File: src/rtl/pfd_tdc_5bit_pkg.sv
// Shared ADPLL definitions for the phase/frequency detector and the loop filter.
//   ERR_MAG_W   : width of the sign-magnitude error magnitude (adder/subtractor operand)
//   ERR_MAG_MAX : largest representable error magnitude
//   pfd_state_e : detector FSM states
package pfd_tdc_5bit_pkg;

    localparam int unsigned ERR_MAG_W   = 5;
    localparam int unsigned ERR_MAG_MAX = 31;

    typedef enum logic [1:0] {
        IDLE     = 2'd0,
        REF_LEAD = 2'd1,
        FB_LEAD  = 2'd2
    } pfd_state_e;

endpackage

File: src/rtl/pfd_tdc_5bit_sync_rise_det.sv
// Multi-flop synchronizer followed by a registered rising-edge pulse.
//   clk   : sampling clock
//   rst_n : asynchronous active-low reset
//   din   : asynchronous input level
//   rise  : one-cycle pulse, registered, for each synchronized rising edge of din
module sync_rise_det #(
    parameter int unsigned SYNC_STAGES = 2
) (
    input  logic clk,
    input  logic rst_n,
    input  logic din,
    output logic rise
);

    logic [SYNC_STAGES-1:0] sync;
    logic                   prev;

    always_ff @(posedge clk or negedge rst_n) begin
        if (!rst_n) begin
            sync <= '0;
            prev <= 1'b0;
            rise <= 1'b0;
        end else begin
            sync <= {sync[SYNC_STAGES-2:0], din};
            prev <= sync[SYNC_STAGES-1];
            rise <= sync[SYNC_STAGES-1] & ~prev;
        end
    end

endmodule

File: src/rtl/pfd_tdc_5bit.sv
// Counter-based phase/frequency detector and time-to-digital converter.
// Timestamps rising edges of ref_in and fb_in in clk cycles and emits one
// sign-magnitude phase error per comparison.
//   clk, rst_n : system clock, asynchronous active-low reset
//   en         : detector enable; low forces IDLE and drops any open measurement
//   ref_in     : reference clock (asynchronous)
//   fb_in      : divided DCO feedback clock (asynchronous)
//   err_mag    : error magnitude in clk cycles, saturated at 2^MAG_W-1
//   err_sign   : 0 = feedback lags (ref first), 1 = feedback leads
//   err_valid  : one-cycle strobe marking a new err_mag/err_sign
//   slip       : one-cycle strobe with err_valid on a saturated result
module pfd_tdc_5bit
    import pfd_tdc_5bit_pkg::*;
#(
    parameter int unsigned MAG_W       = ERR_MAG_W,
    parameter int unsigned CNT_W       = 6,
    parameter int unsigned SYNC_STAGES = 2,
    parameter int unsigned TIMEOUT     = 63
) (
    input  logic             clk,
    input  logic             rst_n,
    input  logic             en,
    input  logic             ref_in,
    input  logic             fb_in,
    output logic [MAG_W-1:0] err_mag,
    output logic             err_sign,
    output logic             err_valid,
    output logic             slip
);

    localparam logic [MAG_W-1:0] MAG_SAT      = '1;
    localparam logic [CNT_W:0]   MAG_SAT_WIDE = {{(CNT_W + 1 - MAG_W){1'b0}}, MAG_SAT};
    localparam logic [CNT_W-1:0] TIMEOUT_CNT  = CNT_W'(TIMEOUT);

    logic ref_edge;
    logic fb_edge;

    sync_rise_det #(
        .SYNC_STAGES(SYNC_STAGES)
    ) u_ref_det (
        .clk  (clk),
        .rst_n(rst_n),
        .din  (ref_in),
        .rise (ref_edge)
    );

    sync_rise_det #(
        .SYNC_STAGES(SYNC_STAGES)
    ) u_fb_det (
        .clk  (clk),
        .rst_n(rst_n),
        .din  (fb_in),
        .rise (fb_edge)
    );

    pfd_state_e       state;
    logic [CNT_W-1:0] cnt;

    // cnt holds k-1 in the cycle the opposite edge is seen, so the interval is cnt+1.
    logic [CNT_W:0]   interval;
    logic             interval_over;
    logic [MAG_W-1:0] interval_mag;
    logic             lead_sign;
    logic             opp_edge;
    logic             same_edge;

    always_comb begin
        interval      = {1'b0, cnt} + 1'b1;
        interval_over = interval > MAG_SAT_WIDE;
        interval_mag  = interval_over ? MAG_SAT : interval[MAG_W-1:0];
        lead_sign     = (state == FB_LEAD);
        opp_edge      = lead_sign ? ref_edge : fb_edge;
        same_edge     = lead_sign ? fb_edge : ref_edge;
    end

    always_ff @(posedge clk or negedge rst_n) begin
        if (!rst_n) begin
            state     <= IDLE;
            cnt       <= '0;
            err_mag   <= '0;
            err_sign  <= 1'b0;
            err_valid <= 1'b0;
            slip      <= 1'b0;
        end else begin
            err_valid <= 1'b0;
            slip      <= 1'b0;
            if (!en) begin
                state <= IDLE;
                cnt   <= '0;
            end else begin
                case (state)
                    IDLE: begin
                        cnt <= '0;
                        if (ref_edge && fb_edge) begin
                            err_valid <= 1'b1;
                            err_mag   <= '0;
                            err_sign  <= 1'b0;
                        end else if (ref_edge) begin
                            state <= REF_LEAD;
                        end else if (fb_edge) begin
                            state <= FB_LEAD;
                        end
                    end
                    REF_LEAD, FB_LEAD: begin
                        if (opp_edge) begin
                            // Opposite edge wins over a simultaneous same edge.
                            err_valid <= 1'b1;
                            err_mag   <= interval_mag;
                            err_sign  <= lead_sign;
                            slip      <= interval_over;
                            state     <= IDLE;
                            cnt       <= '0;
                        end else if (same_edge) begin
                            // Cycle slip: report saturated, restart timing from the new edge.
                            err_valid <= 1'b1;
                            err_mag   <= MAG_SAT;
                            err_sign  <= lead_sign;
                            slip      <= 1'b1;
                            cnt       <= '0;
                        end else if (cnt == TIMEOUT_CNT) begin
                            err_valid <= 1'b1;
                            err_mag   <= MAG_SAT;
                            err_sign  <= lead_sign;
                            slip      <= 1'b1;
                            state     <= IDLE;
                            cnt       <= '0;
                        end else begin
                            cnt <= cnt + 1'b1;
                        end
                    end
                    default: begin
                        state <= IDLE;
                        cnt   <= '0;
                    end
                endcase
            end
        end
    end

endmodule

File: config.mk
export PLATFORM = sky130hd
export DESIGN_NAME = pfd_tdc_5bit
export DESIGN_NICKNAME = d
export VERILOG_FILES = /design/src/rtl/pfd_tdc_5bit_pkg.sv /design/src/rtl/pfd_tdc_5bit_sync_rise_det.sv /design/src/rtl/pfd_tdc_5bit.sv
export SDC_FILE = /design/constraint.sdc
export NUM_CORES = 1
export LEC_CHECK = 0
export CORE_MARGIN = 2
export CORE_UTILIZATION = 50
export CTS_CLUSTER_DIAMETER = 60
export CTS_CLUSTER_SIZE = 24
export DETAILED_ROUTE_END_ITERATION = 16
export PLACE_DENSITY = 0.77
export SLEW_MARGIN = 0
export SYNTH_ARGS = -nofsm -noshare
export SYNTH_HDL_FRONTEND = slang
export SYNTH_SLANG_ARGS = --single-unit
File: constraint.sdc
create_clock -name clk -period 2.24 [get_ports clk]
set_clock_uncertainty 0.05 [all_clocks]
set_input_delay 0.224 -clock clk [delete_from_list [all_inputs] [get_ports clk]]
set_output_delay 0.224 -clock clk [all_outputs]
set_load 0.01 [all_outputs]
==> results.ini <==
[outcome]
status = completed

[power_and_ir_drop]
power.internal_uw = 767.3
netSwitchingFraction_pct = 24.47
power.total_mw = 1.016
p_leak_nw = 0.5872
p_seq_share_pct = 49.5
ir_drop_mv = 0.5327
p_comb_share_pct = 19.5
p_sw_uw = 248.5
power_density_nw_per_um2 = 719.1
clkPwrFrac_pct = 31.0

[timing]
min_period_ns = 2.066
fin_setup_tns_ns = 0
slew-limit-headroom_pct = 60.16
hold_slack_ns = 0.1774
drv_slew = 0
hold_viol = 0
fmax_mhz = 484.1
setup_slack_ns = 0.1742
setup_violations = 0
rsz0062_at_grt = no
tightest_slew_ns = 0.5913
fin_crit_sh_pct = 92.22

[die]
dieArea_um2 = 2813
start_util_pct = 53.84
placementRows = 17
die_w_um = 53.04
ios = 13
design.core.area_um2 = 2233
chipHeight_um = 53.04

[route]
drt_iter0_markers = 18
routed_wl_um = 2179
wire_per_inst_um = 14.06
drc_errors = 0
viasPerCell = 5.813
firstDrtPassIters = 4
num_vias = 901
ant_nets = 0

[setup_path]
r2r-start = state[0]
worstSetupPathType = flip-flop to flip-flop
startpoint_type = flip-flop
critical_path_required_ns = 2.41
endpoint_kind = flip-flop
setup.worst_path.start = state[0]
arrival_ns = 2.24
cp_max_fo = 5

[synthesis]
synth_top_area_cell = dfrtp_1
synth_top_area_share_pct = 49.95
syn_area_um2 = 1202
yosysSeqAreaShare_pct = 49.95
synth_warnings = 0
synth_edf_count = 0
synthTopCellsByCount = dfrtp_1 (24), a21oi_1 (11), nor2_1 (7), o21ai_0 (7), ha_1 (6)
ys_seq_elements = 24
yosysUniqueCellTypes = 39
avgSynthCellArea_um2 = 10.74
synth_area_leaders = dfrtp_1 (50%), ha_1 (6.2%), a21oi_1 (4.6%)
synthMostInstantiatedCell = dfrtp_1
synth_flop_cell = dfrtp_1
async_flop_share_pct = 100.0
syn_inst = 112
synth_fp_nets = 123

[placement]
dp_slack_ns = 0.1506
numPortBuffers = 12
place.gp.congestion = 0.8515
placed_cells = 151
place.detailed.hpwl_um = 1550
dpl-instance-area_um2 = 1353

[global_routing]
grt_max_degree = 25
overflow = 0
grt_antenna_before_repair = 0
grt_pass1_vias = 851
grt_pass1_wl_um = 3629
track_usage_pct = 17.98

[clocking]
cts.hold.buffers_added = 0
cts_max_path_buffers = 2
clock_latency_ns = 0.32
cts_tree = yes
cts_buffers = 3
clock-sinks = 24
clk_pin_slew_ns = 0.14
root_buffer = clkbuf_4
cts_max_level = 1

[layout]
final_util_pct = 63.25
final_cells = 155
stdcell_area_um2 = 1413
final_nets = 139
area_growth_pct = 17.48
drive_gt1_share_pct = 12.60
insertedDiodeCount = 0

[min_path]
hold_path.class = input port to async pin

[job]
max_cap_violations = 0

-- what timing repair did --
action / in CTS / in global routing
gates resized for setup: 0 / 2
buffers inserted: 0 / 0
setup endpoints to repair: 0 / 2
-- power groups by stage --
stage / Sequential, mW / Clock, mW / Combinational, mW
2_1_floorplan: 0.523 / 0 / 0.0840
3_3_place_gp: 0.510 / 0 / 0.197
3_5_place_dp: 0.512 / 0 / 0.195
4_1_cts: 0.504 / 0.317 / 0.199
5_1_grt: 0.509 / 0.334 / 0.215
6_report: 0.503 / 0.315 / 0.198
-- layout by cell type, fill, tap and decap left out, drive strengths merged, types with 4 or more instances in the layout --
cell	n
dfrtp	24
clkdlybuf4s50	12
a21oi	11
nor2	8
o21ai	7
ha	6
o2bb2ai	5
nand2	5
inv	4
buf	4
nand3	4
-- path summary, 6_finish.rpt --
kind | endpoint | slack [ns] | cells after the start
worst max-delay path | err_mag[0] | 0.17 | 8
worst min-delay path | err_mag[0] | 0.18 | 2
worst max register to register | err_mag[0] | 0.17 | 8
worst min register to register | u_ref_det.sync[1] | 0.32 | 0
max in group asynchronous | cnt[0] | 1.73 | 2
min in group clk | u_ref_det.sync[0] | 0.28 | 1
-- area by class of cell --
cell class | count | area (um^2)
clock buffer | 3 | 22.52
clock inverter | 1 | 30.03
fill | 182 | 820.8
inverter | 4 | 15.01
multi-input combinational | 79 | 558.0
sequential | 24 | 601.8
tap | 28 | 35.03
timing repair buffer | 16 | 150.1
-- kinds of logic after synthesis --
group                      share of synthesized area (%)
adders and majority gates                          6.243
buffers and inverters                              4.161
AOI/OAI and AO/OA                                  16.75
xor gates and xnor gates                           2.914
and+or+nand+nor                                    17.90
DFF                                                49.95
muxes                                              2.081
-- state kept, by name, indices dropped and copies added, names as in the netlist, 2 cells and up --
register	cells
cnt	6
err_mag	5
state	2
u_fb_det.sync	2
u_ref_det.sync	2
-- worst max-delay path: stages, from the launching register on --
cell       delay, ns
dfrtp_1         0.41
inv_1           0.10
ha_1            0.21
mux2i_1         0.20
nor4b_1         0.41
buf_4           0.20
nor2_1          0.05
a211oi_1        0.24
o2bb2ai_1       0.09
-- routing by layer --
metal / wire [um] / vias to the layer above / track usage (%)
met4: 63 / 0 / 10.68
met2: 999 / 30 / 27.92
met3: 98 / 8 / 1.977
li1: - / 438 / -
met5: 0 / - / 0
met1: 1018 / 425 / 24.17
Note: power is estimated with default switching activity, not from simulation.
